--- config.mk ---
export PLATFORM = sky130hd
export DESIGN_NAME = cmp_nibble_seq_flat
export DESIGN_NICKNAME = d
export VERILOG_FILES = /design/src/rtl/cmp_nibble_seq_if.sv /design/src/rtl/cmp_nibble_seq.sv /design/src/flat_wrapper.sv
export SDC_FILE = /design/constraint.sdc
export NUM_CORES = 1
export LEC_CHECK = 0
export BUFFER_PORTS_ARGS = -buffer_cell sky130_fd_sc_hd__buf_4
export CORE_MARGIN = 3
export CORE_UTILIZATION = 35
export CTS_CLUSTER_DIAMETER = 200
export DETAILED_ROUTE_END_ITERATION = 10
export GPL_TIMING_DRIVEN = 0
export PLACE_DENSITY = 0.55
export SLEW_MARGIN = 30
export SYNTH_ARGS = -nofsm -noshare
export SYNTH_HDL_FRONTEND = slang
export SYNTH_SLANG_ARGS = --single-unit
--- constraint.sdc ---
create_clock -name clk -period 2.94 [get_ports clk]
set_input_delay 0.294 -clock clk [delete_from_list [all_inputs] [get_ports clk]]
set_output_delay 0.294 -clock clk [all_outputs]
set_load 0.02 [all_outputs]
--- src/rtl/cmp_nibble_seq_if.sv ---
// Request/response bundle for the nibble compare sequencer.
// master = requester/consumer side, slave = sequencer side.
interface cmp_nibble_seq_if #(
   parameter int WIDTH = 16
);
   localparam int NSLICE = WIDTH / 4;
   localparam int CW     = $clog2(NSLICE) + 1;

   logic             req_valid;
   logic             req_ready;
   logic             signed_mode;
   logic [WIDTH-1:0] inp1;
   logic [WIDTH-1:0] inp2;
   logic             rsp_valid;
   logic             rsp_ready;
   logic             a_less;
   logic             a_greater;
   logic             equal;
   logic [CW-1:0]    slice_cnt;

   modport master (
      output req_valid, signed_mode, inp1, inp2, rsp_ready,
      input  req_ready, rsp_valid, a_less, a_greater, equal,
      input  slice_cnt
   );

   modport slave (
      input  req_valid, signed_mode, inp1, inp2, rsp_ready,
      output req_ready, rsp_valid, a_less, a_greater, equal,
      output slice_cnt
   );
endinterface

--- src/rtl/cmp_nibble_seq.sv ---
// Multi-cycle magnitude compare, one 4-bit slice per cycle,
// MSB slice first, early exit on the first unequal slice.
module cmp_nibble_seq #(
   parameter int WIDTH = 16
) (
   input logic              clk,
   input logic              rst_n,
   cmp_nibble_seq_if.slave  bus
);
   localparam int NSLICE = WIDTH / 4;
   localparam int CW     = $clog2(NSLICE) + 1;
   localparam int IW     = (NSLICE > 1) ? $clog2(NSLICE) : 1;

   typedef enum logic [1:0] {
      IDLE = 2'd0,
      CMP  = 2'd1,
      RESP = 2'd2
   } state_t;

   state_t           state_q;
   logic [WIDTH-1:0] a_q, b_q;
   logic [WIDTH-1:0] a_d, b_d;
   logic [WIDTH-1:0] msb_flip;
   logic [IW-1:0]    idx_q, idx_d;
   logic [CW-1:0]    cnt_q, cnt_d;
   logic [CW-1:0]    slc_q;
   logic             lt_q, gt_q, eq_q;
   logic [3:0]       sa, sb;
   logic             s_lt, s_gt;

   // Offset-binary capture turns a signed compare into an unsigned one
   always_comb begin
      msb_flip = '0;
      msb_flip[WIDTH-1] = bus.signed_mode;
      a_d   = bus.inp1 ^ msb_flip;
      b_d   = bus.inp2 ^ msb_flip;
      idx_d = idx_q - IW'(1);
      cnt_d = cnt_q + CW'(1);
   end

   // Select the current slice and compare it
   always_comb begin
      sa = '0;
      sb = '0;
      for (int i = 0; i < NSLICE; i++) begin
         if (idx_q == IW'(i)) begin
            sa = a_q[4*i +: 4];
            sb = b_q[4*i +: 4];
         end
      end
      s_lt = (sa < sb);
      s_gt = (sa > sb);
   end

   // Sequencer FSM with registered result
   always_ff @(posedge clk or negedge rst_n) begin
      if (!rst_n) begin
         state_q <= IDLE;
         a_q     <= '0;
         b_q     <= '0;
         idx_q   <= '0;
         cnt_q   <= '0;
         slc_q   <= '0;
         lt_q    <= 1'b0;
         gt_q    <= 1'b0;
         eq_q    <= 1'b0;
      end else begin
         unique case (state_q)
            IDLE: begin
               if (bus.req_valid) begin
                  a_q     <= a_d;
                  b_q     <= b_d;
                  idx_q   <= IW'(NSLICE - 1);
                  cnt_q   <= CW'(1);
                  state_q <= CMP;
               end
            end
            CMP: begin
               if (s_lt || s_gt) begin
                  lt_q    <= s_lt;
                  gt_q    <= s_gt;
                  eq_q    <= 1'b0;
                  slc_q   <= cnt_q;
                  state_q <= RESP;
               end else if (idx_q == '0) begin
                  lt_q    <= 1'b0;
                  gt_q    <= 1'b0;
                  eq_q    <= 1'b1;
                  slc_q   <= CW'(NSLICE);
                  state_q <= RESP;
               end else begin
                  idx_q <= idx_d;
                  cnt_q <= cnt_d;
               end
            end
            RESP: begin
               if (bus.rsp_ready) begin
                  state_q <= IDLE;
               end
            end
            default: state_q <= IDLE;
         endcase
      end
   end

   assign bus.req_ready = (state_q == IDLE);
   assign bus.rsp_valid = (state_q == RESP);
   assign bus.a_less    = lt_q;
   assign bus.a_greater = gt_q;
   assign bus.equal     = eq_q;
   assign bus.slice_cnt = slc_q;
endmodule
--- src/flat_wrapper.sv ---
// flat-port wrapper written by rule: the top's interface ports become plain ports
module cmp_nibble_seq_flat 
#(
   parameter int WIDTH = 16
)
  (clk, rst_n, bus_req_valid, bus_signed_mode, bus_inp1, bus_inp2, bus_rsp_ready, bus_req_ready, bus_rsp_valid, bus_a_less, bus_a_greater, bus_equal, bus_slice_cnt);
  cmp_nibble_seq_if #(.WIDTH(WIDTH)) bus_i ();
  input logic clk;
  input logic rst_n;
  input wire logic [$bits(bus_i.req_valid)-1:0] bus_req_valid;
  input wire logic [$bits(bus_i.signed_mode)-1:0] bus_signed_mode;
  input wire logic [$bits(bus_i.inp1)-1:0] bus_inp1;
  input wire logic [$bits(bus_i.inp2)-1:0] bus_inp2;
  input wire logic [$bits(bus_i.rsp_ready)-1:0] bus_rsp_ready;
  output wire logic [$bits(bus_i.req_ready)-1:0] bus_req_ready;
  output wire logic [$bits(bus_i.rsp_valid)-1:0] bus_rsp_valid;
  output wire logic [$bits(bus_i.a_less)-1:0] bus_a_less;
  output wire logic [$bits(bus_i.a_greater)-1:0] bus_a_greater;
  output wire logic [$bits(bus_i.equal)-1:0] bus_equal;
  output wire logic [$bits(bus_i.slice_cnt)-1:0] bus_slice_cnt;
  assign bus_i.req_valid = bus_req_valid;
  assign bus_i.signed_mode = bus_signed_mode;
  assign bus_i.inp1 = bus_inp1;
  assign bus_i.inp2 = bus_inp2;
  assign bus_i.rsp_ready = bus_rsp_ready;
  assign bus_req_ready = bus_i.req_ready;
  assign bus_rsp_valid = bus_i.rsp_valid;
  assign bus_a_less = bus_i.a_less;
  assign bus_a_greater = bus_i.a_greater;
  assign bus_equal = bus_i.equal;
  assign bus_slice_cnt = bus_i.slice_cnt;
  cmp_nibble_seq #(.WIDTH(WIDTH)) u_core (.clk(clk), .rst_n(rst_n), .bus(bus_i));
endmodule
==> results of run 1 <==
worst max-delay path, cell delays in order, from the launching register on:
cell      delay [ps]
dfrtp_1          390
inv_2             90
ha_4             160
buf_6            110
nor2b_4          260
a221oi_2         110
nor3_1           190
a21oi_1           80
ha_1             360
nand4_2          220
nor3_4           320
a21oi_4          120
a211o_1          270
flip-flops by register name, summed over array words and instances (netlist names):
register              flops
u_core.state_q            2
u_core.bus.slice_cnt      3
u_core.bus.a_less         1
u_core.bus.a_greater      1
u_core.bus.equal          1
u_core.idx_q              2
u_core.a_q               16
u_core.b_q               16
u_core.cnt_q              3
layout make-up:
type	count	area (sq um)	share of cell area, %
Inverter	5	18.8	0.654
Sequential cell	45	1130	39.2
Clock buffer	6	82.6	2.88
Clock inverter	2	13.8	0.479
Multi-Input combinational cell	118	1080	37.8
Tap cell	75	93.8	3.27
Timing Repair Buffer	51	383	13.3
Buffer	8	68.8	2.40
how the worst min path moves through the flow:
stage	endpoint	slack, ps	cells past startpoint	startpoint
global placement	u_core.bus.a_greater$_DFFE_PN0P_	340	1	rst_n
floorplan	u_core.a_q[0]$_DFFE_PN0P_	-2	0	rst_n
detailed placement	u_core.bus.a_greater$_DFFE_PN0P_	340	1	rst_n
finish	u_core.bus.a_greater$_DFFE_PN0P_	-20	1	rst_n
CTS	u_core.b_q[13]$_DFFE_PN0P_	3	1	rst_n
global route	u_core.a_q[9]$_DFFE_PN0P_	10	1	rst_n
metal layers:
layer | GRT usage (%) | up-vias
li1 | - | 757
met1 | 18.8 | 755
met2 | 21.2 | 35
met3 | 3.46 | 7
met4 | 5.61 | 0
met5 | 0 | -
power groups by stage:
stage	clock network, W	registers [W]	logic [W]
floorplan	0	0.00107	0.000993
global placement	0	0.00108	0.00134
detailed placement	0	0.00109	0.00136
CTS	0.000423	0.00108	0.00144
global route	0.000451	0.00113	0.00165
finish	0.000414	0.00108	0.00149
repair_timing:
item,CTS,global route
pin swaps,2,8
resized for setup,6,17
setup endpoints to repair,12,12
hold endpoints to repair,0,0
setup buffers,1,6
cell usage in the layout, fill, tap and decap left out, drive strengths merged:
cell,netlist,final
ha,9,9
o21a,1,1
mux2,32,32
a2bb2oi,1,1
a221o,1,1
and2,3,3
o21ai,3,3
nand2b,3,3
o211ai,1,1
a221oi,8,8
nor2b,14,14
nor2,3,3
nand2,7,7
mux2i,2,2
nand4,1,1
dfrtp,45,45
buf,6,58
clkinv,0,2
a32oi,1,1
xnor2,2,2
inv,5,5
nand3,1,1
clkbuf,3,7
a211o,1,1
nor3b,2,2
o31ai,5,5
o2bb2ai,1,1
nor4b,1,1
or3b,1,1
nor3,5,5
a21oi,9,9
Yosys cell counts (2+ instances only):
| library cell | count |
|---|---|
| buf_2 | 2 |
| ha_1 | 9 |
| buf_6 | 3 |
| a21oi_1 | 7 |
| and2_1 | 2 |
| o31ai_1 | 5 |
| xnor2_1 | 2 |
| nor2_1 | 3 |
| mux2_2 | 4 |
| dfrtp_1 | 45 |
| inv_1 | 5 |
| mux2_1 | 26 |
| mux2i_1 | 2 |
| nand2b_1 | 3 |
| nand2_1 | 7 |
| a221oi_1 | 8 |
| nor2b_1 | 14 |
| nor3_1 | 4 |
| clkbuf_1 | 3 |
| mux2_4 | 2 |
cells by family (layout without fill, tap and decap cells):
group | Yosys count | after routing | share of synthesized area, %
fa+ha+maj | 9 | 9 | 5.05
simple gates | 41 | 41 | 11.6
buf+inv | 14 | 72 | 3.65
mux | 34 | 34 | 17.4
compound gates | 32 | 32 | 11.0
flops | 45 | 45 | 50.5
xor+xnor | 2 | 2 | 0.785
through the flow:
step / setup WS (ps) / cell area, sq um / setup TNS, ps / total power (W)
finish: 145 / 2870 / 0 / 0.00299
global route: -33.0 / 2870 / -105 / 0.00323
CTS: -5.82 / 2780 / -5.82 / 0.00294
detailed placement: -162 / 2660 / -999 / 0.00244
global placement: -162 / 2660 / -1220 / 0.00243
floorplan: 287 / 2230 / 0 / 0.00207
==> impl_metrics.tcl, run 1 <==
set metrics [dict create \
    drive_above_1_share_pct 38.3 \
    clk_latency_ps 310 \
    drt_pass1_iterations 4 \
    power.switching_w 0.00114 \
    max_freq_mhz 358 \
    holdWs_ps -18.2 \
    comb_power_share_pct 49.8 \
    placed_cells 296 \
    worst_pin_slew_ps 577 \
    max_slew_margin_pct 61.6 \
    hp-class "input port to asynchronous set/reset pin" \
    yosysUniqueCellTypes 41 \
    pwr-share-seq_pct 36.3 \
    ant_nets 0 \
    synth_top_area_share_pct 50.5 \
    yosysSeqAreaShare_pct 50.5 \
    netlist_area_sq_mm 0.00223 \
    p_int_w 0.00184 \
    synth-async-reset-ratio_pct 100 \
    wire_per_inst_um 15.4 \
    crit_path_end_kind "flop" \
    highest_layer "met4" \
    synth_top_cell_by_area "dfrtp_1" \
    routed-wl-met3_um 234 \
    syn_nets 223 \
    ys_warn_count 0 \
    htree_levels 2 \
    fin_nets 280 \
    grt_max_degree 46 \
    stdcell_count 310 \
    wl_met1_um 2270 \
    grt_pass1_vias 1566 \
    dr_total_vias 1554 \
    core_area_sq_mm 0.00606 \
    maxCapViolCount 0 \
    synthesis.instances 177 \
    start_util_pct 36.8 \
    drv_slew 0 \
    r2r_end "u_core.cnt_q[2]$_DFFE_PN0P_" \
    period_share_pct 95.1 \
    syn_avg_cell_area_sq_um 12.6 \
    synth-main-ff-cell "dfrtp_1" \
    clk_path_buf_depth 2 \
    cts_tree "built" \
    die_w_um 85.8 \
    violations "hold timing" \
    rsz0062_at_grt "yes" \
    critical_path_class "flop to flop" \
    status "finished with violations" \
    min_period_ps 2800 \
    drt_iter0_markers 37 \
    numPortBuffers 44 \
    swShare_pct 38.3 \
    grt_usage_pct 13.9 \
    antennaDiodeCount 0 \
    synth_edf_count 0 \
    fin_util_pct 47.4 \
    cp-start-kind "flop" \
    place_congestion 0.734 \
    fin_skew_ps 9.47 \
    grt_pass1_wl_um 7820 \
    worstPathMaxFanout 8 \
    reg2reg_depth 12 \
    drc 0 \
    power_leakage_nw 1.28 \
    cp.arrival_ps 2990 \
    synth_area_leaders "dfrtp_1 (50%), mux2_1 (13%), ha_1 (5.0%)" \
    antenna_found_initial 0 \
    fillers 576 \
    viasPerCell 5.01 \
    drt_wl_total_um 4780 \
    clkSlewWorstSetupHoldPaths_ps 80 \
    hold_violations 44 \
    root_buffer "clkbuf_8" \
    post-dp-hpwl_um 3370 \
    powerDensity_mw_per_mm2 1040 \
    die_h_um 85.8 \
    cp.required_ps 3130 \
    die-area_sq_mm 0.00737 \
    r2r_start "u_core.idx_q[1]$_DFFE_PN0P_" \
    vdd_ir_drop_max_mv 0.432 \
    grt-ovfl-total 0 \
    numCtsBuffers 5 \
    rows 28 \
    crit_start "u_core.idx_q[1]$_DFFE_PN0P_" \
    hold_buffers 0 \
    wl_met2_um 2210 \
    clkSinkCount 45 \
    ys_seq_elements 45 \
    setup_viol 0 \
    reg2reg_slack_ps 140 \
    io_pins 45 \
    area_delta_synth_final_pct 28.7 \
    cp-endpoint "u_core.cnt_q[2]$_DFFE_PN0P_" \
    clockPowerShare_pct 13.9 \
]
(Power assumes the default switching activity.)
==> run 2: changes to the inputs <==
--- a/config.mk
+++ b/config.mk
@@ -6,12 +6,14 @@
 export NUM_CORES = 1
 export LEC_CHECK = 0
 export BUFFER_PORTS_ARGS = -buffer_cell sky130_fd_sc_hd__buf_4
+export CELL_PAD_IN_SITES_DETAIL_PLACEMENT = 0
+export CELL_PAD_IN_SITES_GLOBAL_PLACEMENT = 1
 export CORE_MARGIN = 3
 export CORE_UTILIZATION = 35
 export CTS_CLUSTER_DIAMETER = 200
 export DETAILED_ROUTE_END_ITERATION = 10
 export GPL_TIMING_DRIVEN = 0
-export PLACE_DENSITY = 0.55
+export PLACE_DENSITY = 0.66
 export SLEW_MARGIN = 30
 export SYNTH_ARGS = -nofsm -noshare
 export SYNTH_HDL_FRONTEND = slang
==> run 2 against run 1 <==
The run still ends with hold timing left. Clock power is 14% higher. Sequential power barely moved. Worst hold slack lost 6.3 ps.
==> impl_metrics.tcl, run 2 (same netlist as run 1, synthesis figures left out) <==
set metrics [dict create \
    die-area_sq_mm 0.00737 \
    power_w 0.00319 \
    antennaDiodeCount 0 \
    numPortBuffers 44 \
    root_buffer "clkbuf_8" \
    comb_power_share_pct 50.9 \
    r2r_end "u_core.bus.slice_cnt[0]$_DFFE_PN0P_" \
    p_int_w 0.00197 \
    clk_latency_ps 300 \
    ant_nets 0 \
    clk_path_buf_depth 2 \
    cp.required_ps 3130 \
    place_congestion 0.758 \
    max_freq_mhz 361 \
    drt_iter0_markers 49 \
    fin_util_pct 48.5 \
    post-dp-hpwl_um 3300 \
    r2r_start "u_core.idx_q[0]$_DFFE_PN0P_" \
    die_h_um 85.8 \
    area_delta_synth_final_pct 31.6 \
    max_slew_margin_pct 62.4 \
    critical_path_class "flop to flop" \
    hp-class "input port to asynchronous set/reset pin" \
    regArea_sq_mm 0.00113 \
    wire_per_inst_um 15.1 \
    grt_max_degree 46 \
    period_share_pct 94.3 \
    cp-start-kind "flop" \
    dr_total_vias 1548 \
    drt_wl_total_um 4690 \
    reg2reg_slack_ps 170 \
    viasPerCell 4.98 \
    power_leakage_nw 1.30 \
    fin_skew_ps 5.42 \
    clkSlewWorstSetupHoldPaths_ps 80 \
    core_area_sq_mm 0.00606 \
    vdd_ir_drop_max_mv 0.554 \
    power.switching_w 0.00122 \
    maxCapViolCount 0 \
    multi_input_area_sq_mm 0.00112 \
    drv_slew 0 \
    clkSinkCount 45 \
    layout_commonest_cell "buf_4" \
    violations "hold timing" \
    clockPowerShare_pct 14.8 \
    crit_start "u_core.idx_q[0]$_DFFE_PN0P_" \
    final_area_sq_mm 0.00294 \
    numCtsBuffers 5 \
    largestRegisters "u_core.a_q: 16 flops, u_core.b_q: 16 flops" \
    crit_path_end_kind "flop" \
    grt_usage_pct 13.7 \
    hold_buffers 0 \
    status "finished with violations" \
    drc 0 \
    cts_tree "built" \
    cp-endpoint "u_core.bus.slice_cnt[0]$_DFFE_PN0P_" \
    htree_levels 2 \
    worst_pin_slew_ps 564 \
    place_area_sq_mm 0.00266 \
    antenna_found_initial 0 \
    fin_nets 281 \
    start_util_pct 36.8 \
    grt_pass1_wl_um 7940 \
    pwr-share-seq_pct 34.3 \
    mostFrequentLayoutCells "buf_4 (52), dfrtp_1 (45), mux2_1 (26)" \
    die_w_um 85.8 \
    fillers 562 \
    worstPathMaxFanout 8 \
    holdWs_ps -24.6 \
    io_pins 45 \
    drive_above_1_share_pct 39.4 \
    cp.arrival_ps 2960 \
    reg2reg_depth 12 \
    rows 28 \
    swShare_pct 38.2 \
    min_period_ps 2770 \
    grt_pass1_vias 1623 \
    grt-ovfl-total 0 \
    hold_violations 37 \
    powerDensity_mw_per_mm2 1080 \
    drt_pass1_iterations 4 \
    setup_viol 0 \
]
==> run 2: cell types whose count changed in the layout (fill, tap and decap cells not counted), sizes merged <==
cell / change
buf: -1
bufinv: +1
clkbuf: +2
clkinv: -1
==> run 2: final cells by class <==
class	count	area share, %
flip-flops and latches	45	38.3
multi-input cells	118	38.3
clock buffers	6	2.47
repair buffers	51	13.0
plain buffers	9	2.73
inverters	5	0.639
clock inverters	2	1.32
well taps	75	3.20
==> run 2: power groups by stage <==
stage               clock network [W]  logic [W]  registers (W)
finish                       0.000471    0.00162        0.00109
global route                 0.000513    0.00179        0.00114
CTS                          0.000487    0.00141        0.00108
detailed placement                  0    0.00135        0.00109
global placement                    0    0.00134        0.00108
floorplan                           0   0.000993        0.00107
==> run 2: routing by layer <==
layer,up-vias,GRT usage [%],wire (um)
met5,-,0,0
met4,0,4.75,74
met3,7,3.17,219
met2,37,21.2,2250
met1,740,18.8,2150
li1,764,-,-
==> run 2: worst min path at each step <==
stage	endpoint	slack, ps
after CTS	u_core.bus.slice_cnt[0]$_DFFE_PN0P_	3
after floorplan	u_core.a_q[0]$_DFFE_PN0P_	-2
after detailed placement	u_core.bus.slice_cnt[0]$_DFFE_PN0P_	330
after global placement	u_core.bus.equal$_DFFE_PN0P_	330
after global routing	u_core.bus.slice_cnt[1]$_DFFE_PN0P_	30
final	u_core.bus.slice_cnt[0]$_DFFE_PN0P_	-20
==> run 2: worst max-delay path: stages, from the launching register on <==
cell and delay (ps):
dfrtp_1 410, inv_2 90, ha_4 190, nor2b_2 150, buf_6 140, a221oi_2 230
nor3_1 70, a21oi_1 190, ha_1 300, nor2b_4 160, nor3b_4 300, o21ai_4 110
mux2_4 320
==> run 2: what timing repair did <==
action                                 CTS  global route
cloned                                   0             0
endpoints found under the hold margin    0             0
resized for setup                        8            20
buffers inserted                         0             7
pin swaps                                1            10
setup endpoints to repair               11            13
==> run 2: stage by stage <==
| stage | TNS, ps | std cells | setup slack, ps |
|---|---|---|---|
| after global routing | -32.7 | 311 | -29.5 |
| after CTS | 0 | 304 | 26.7 |
| after global placement | -890 | 296 | -151 |
| final | 0 | 311 | 168 |
| after detailed placement | -850 | 296 | -148 |
| after floorplan | 0 | 177 | 287 |
==> run 3: changes to the inputs <==
--- a/config.mk
+++ b/config.mk
@@ -14,6 +14,7 @@
 export DETAILED_ROUTE_END_ITERATION = 10
 export GPL_TIMING_DRIVEN = 0
 export PLACE_DENSITY = 0.66
+export RECOVER_POWER = 100
 export SLEW_MARGIN = 30
 export SYNTH_ARGS = -nofsm -noshare
 export SYNTH_HDL_FRONTEND = slang
==> run 3 against run 2 <==
Core utilization down 0.93 points. The flow finishes with violations (capacitance limit, slew limit). Non-clock buffer count unchanged. First-iteration DRC count up 2.0%. Flip-flop and latch count unchanged. Count of clock-buffer cells in the layout unchanged. Setup slack better by 1.3 ps.
==> impl_metrics.tcl, run 3 (same netlist as run 1, synthesis figures left out) <==
set metrics [dict create \
    min_period_ps 2770 \
    largestRegisters "u_core.a_q: 16 flops, u_core.b_q: 16 flops" \
    powerDensity_mw_per_mm2 1080 \
    drc 0 \
    die_w_um 85.8 \
    cts_tree "built" \
    stdcell_count 311 \
    grt_pass1_wl_um 7940 \
    drive_above_1_share_pct 34.3 \
    antenna_found_initial 0 \
    grt_usage_pct 13.7 \
    layout_commonest_cell "dfrtp_1" \
    path_buf_inv 2 \
    crit_path_end_kind "flop" \
    area_delta_synth_final_pct 29.1 \
    cp.required_ps 3130 \
    critical_path_class "flop to flop" \
    wire_per_inst_um 15.1 \
    cp-start-kind "flop" \
    max_slew_margin_pct -57.2 \
    place_congestion 0.758 \
    power_w 0.00312 \
    start_util_pct 36.8 \
    io_pins 45 \
    setup_viol 0 \
    hold_violations 0 \
    rows 28 \
    worstPathMaxFanout 8 \
    placed_cells 296 \
    core_area_sq_mm 0.00606 \
    numPortBuffers 44 \
    clk_path_buf_depth 2 \
    clkSlewWorstSetupHoldPaths_ps 80 \
    power_leakage_nw 1.25 \
    drv_slew 46 \
    fin_nets 281 \
    dr_total_vias 1546 \
    numCtsBuffers 5 \
    hold_buffers 0 \
    comb_power_share_pct 49.9 \
    maxCapViolCount 1 \
    die_h_um 85.8 \
    pwr-share-seq_pct 35.0 \
    power.switching_w 0.00121 \
    htree_levels 2 \
    clkSinkCount 45 \
    grt_max_degree 46 \
    fin_skew_ps 5.46 \
    mostFrequentLayoutCells "dfrtp_1 (45), buf_4 (43), mux2_1 (26)" \
    hp-class "input port to flop" \
    clk_latency_ps 300 \
    drt_iter0_markers 50 \
    worst_pin_slew_ps 2360 \
    clockPowerShare_pct 15.1 \
    path_cells "inv_2, ha_4, nor2b_2, buf_6, a221oi_2, nor3_1, a21oi_1, ha_1, nor2b_4, nor3b_4, o21ai_4, mux2_4" \
    holdWs_ps 190 \
    post-dp-hpwl_um 3300 \
    root_buffer "clkbuf_8" \
    drt_wl_total_um 4700 \
    setup_tns_ps 0 \
    swShare_pct 38.9 \
    max_freq_mhz 361 \
    cp.arrival_ps 2960 \
    grt-ovfl-total 0 \
    cp_slowest_cell "dfrtp_1" \
    ant_nets 0 \
    grt_pass1_vias 1623 \
    vdd_ir_drop_max_mv 0.526 \
    violations "capacitance limit, slew limit" \
    final_area_sq_mm 0.00288 \
    p_int_w 0.00191 \
    status "finished with violations" \
    viasPerCell 4.97 \
    max_stage_delay_ps 410 \
    crit_family "simple AND/OR/NAND/NOR gates" \
    place_area_sq_mm 0.00266 \
    period_share_pct 94.2 \
    drt_pass1_iterations 4 \
    antennaDiodeCount 0 \
    die-area_sq_mm 0.00737 \
]
==> run 3: changes by cell type in the layout (fill, tap and decap cells not counted), sizes merged <==
cell	change
buf	-12
clkbuf	+12
==> run 3: final timing paths <==
| check | cells past startpoint | endpoint | slack, ps | startpoint |
|---|---|---|---|---|
| worst min register to register | 1 | u_core.b_q[13]$_DFFE_PN0P_ | 490 | u_core.b_q[13]$_DFFE_PN0P_ |
| min in group asynchronous | 1 | u_core.bus.slice_cnt[0]$_DFFE_PN0P_ | 700 | rst_n |
| worst max-delay path | 12 | u_core.bus.slice_cnt[0]$_DFFE_PN0P_ | 170 | u_core.idx_q[0]$_DFFE_PN0P_ |
| max in group asynchronous | 1 | u_core.b_q[14]$_DFFE_PN0P_ | 900 | rst_n |
| worst max register to register | 12 | u_core.bus.slice_cnt[0]$_DFFE_PN0P_ | 170 | u_core.idx_q[0]$_DFFE_PN0P_ |
| worst min-delay path | 2 | u_core.state_q[1]$_DFFE_PN0P_ | 190 | bus_rsp_ready |
==> run 3: timing repair <==
item / CTS / global route
setup endpoints to repair: 11 / 13
buffers inserted: 0 / 7
gates cloned: 0 / 0
resized for setup: 8 / 20
pin swaps: 1 / 10
==> run 3: cell type report <==
class                      count  area, sq um
tap                           75         93.8
buffer                         9         57.6
inverter                       5         18.8
fill                         569         3180
clock buffer                   6         72.6
multi-input combinational    118         1120
timing repair buffer          51          349
clock inverter                 2         38.8
sequential                    45         1130
==> run 3: power groups by stage <==
stage               combinational [W]  sequential, W  clock, W
global placement              0.00134        0.00108         0
finish                        0.00156        0.00109  0.000471
global route                  0.00172        0.00114  0.000513
CTS                           0.00141        0.00108  0.000487
detailed placement            0.00135        0.00109         0
floorplan                    0.000993        0.00107         0
==> run 3: worst reg2reg max path, cell delays in order, from the launching register on <==
cell and delay [ps]:
dfrtp_1 410, inv_2 90, ha_4 190, nor2b_2 160, buf_6 140, a221oi_2 230, nor3_1 70, a21oi_1 190
ha_1 300, nor2b_4 160, nor3b_4 300, o21ai_4 110, mux2_4 320
==> run 3: stage by stage <==
| step | utilization (%) | setup WS, ps |
|---|---|---|
| final | 47.5 | 170 |
| after global placement | 43.8 | -151 |
| after detailed placement | 43.8 | -148 |
| after global routing | 47.5 | -29.5 |
| after floorplan | - | 287 |
| after CTS | 46.1 | 26.7 |
==> run 3: metal layers <==
metal  up-vias  track usage, %  wire [um]  share of wire, %
met3         7            3.17        229               4.9
li1        763               -          -                 -
met5         -               0          0                 0
met1       739            18.8       2160                46
met2        37            21.2       2240                48
met4         0            4.75         74               1.6
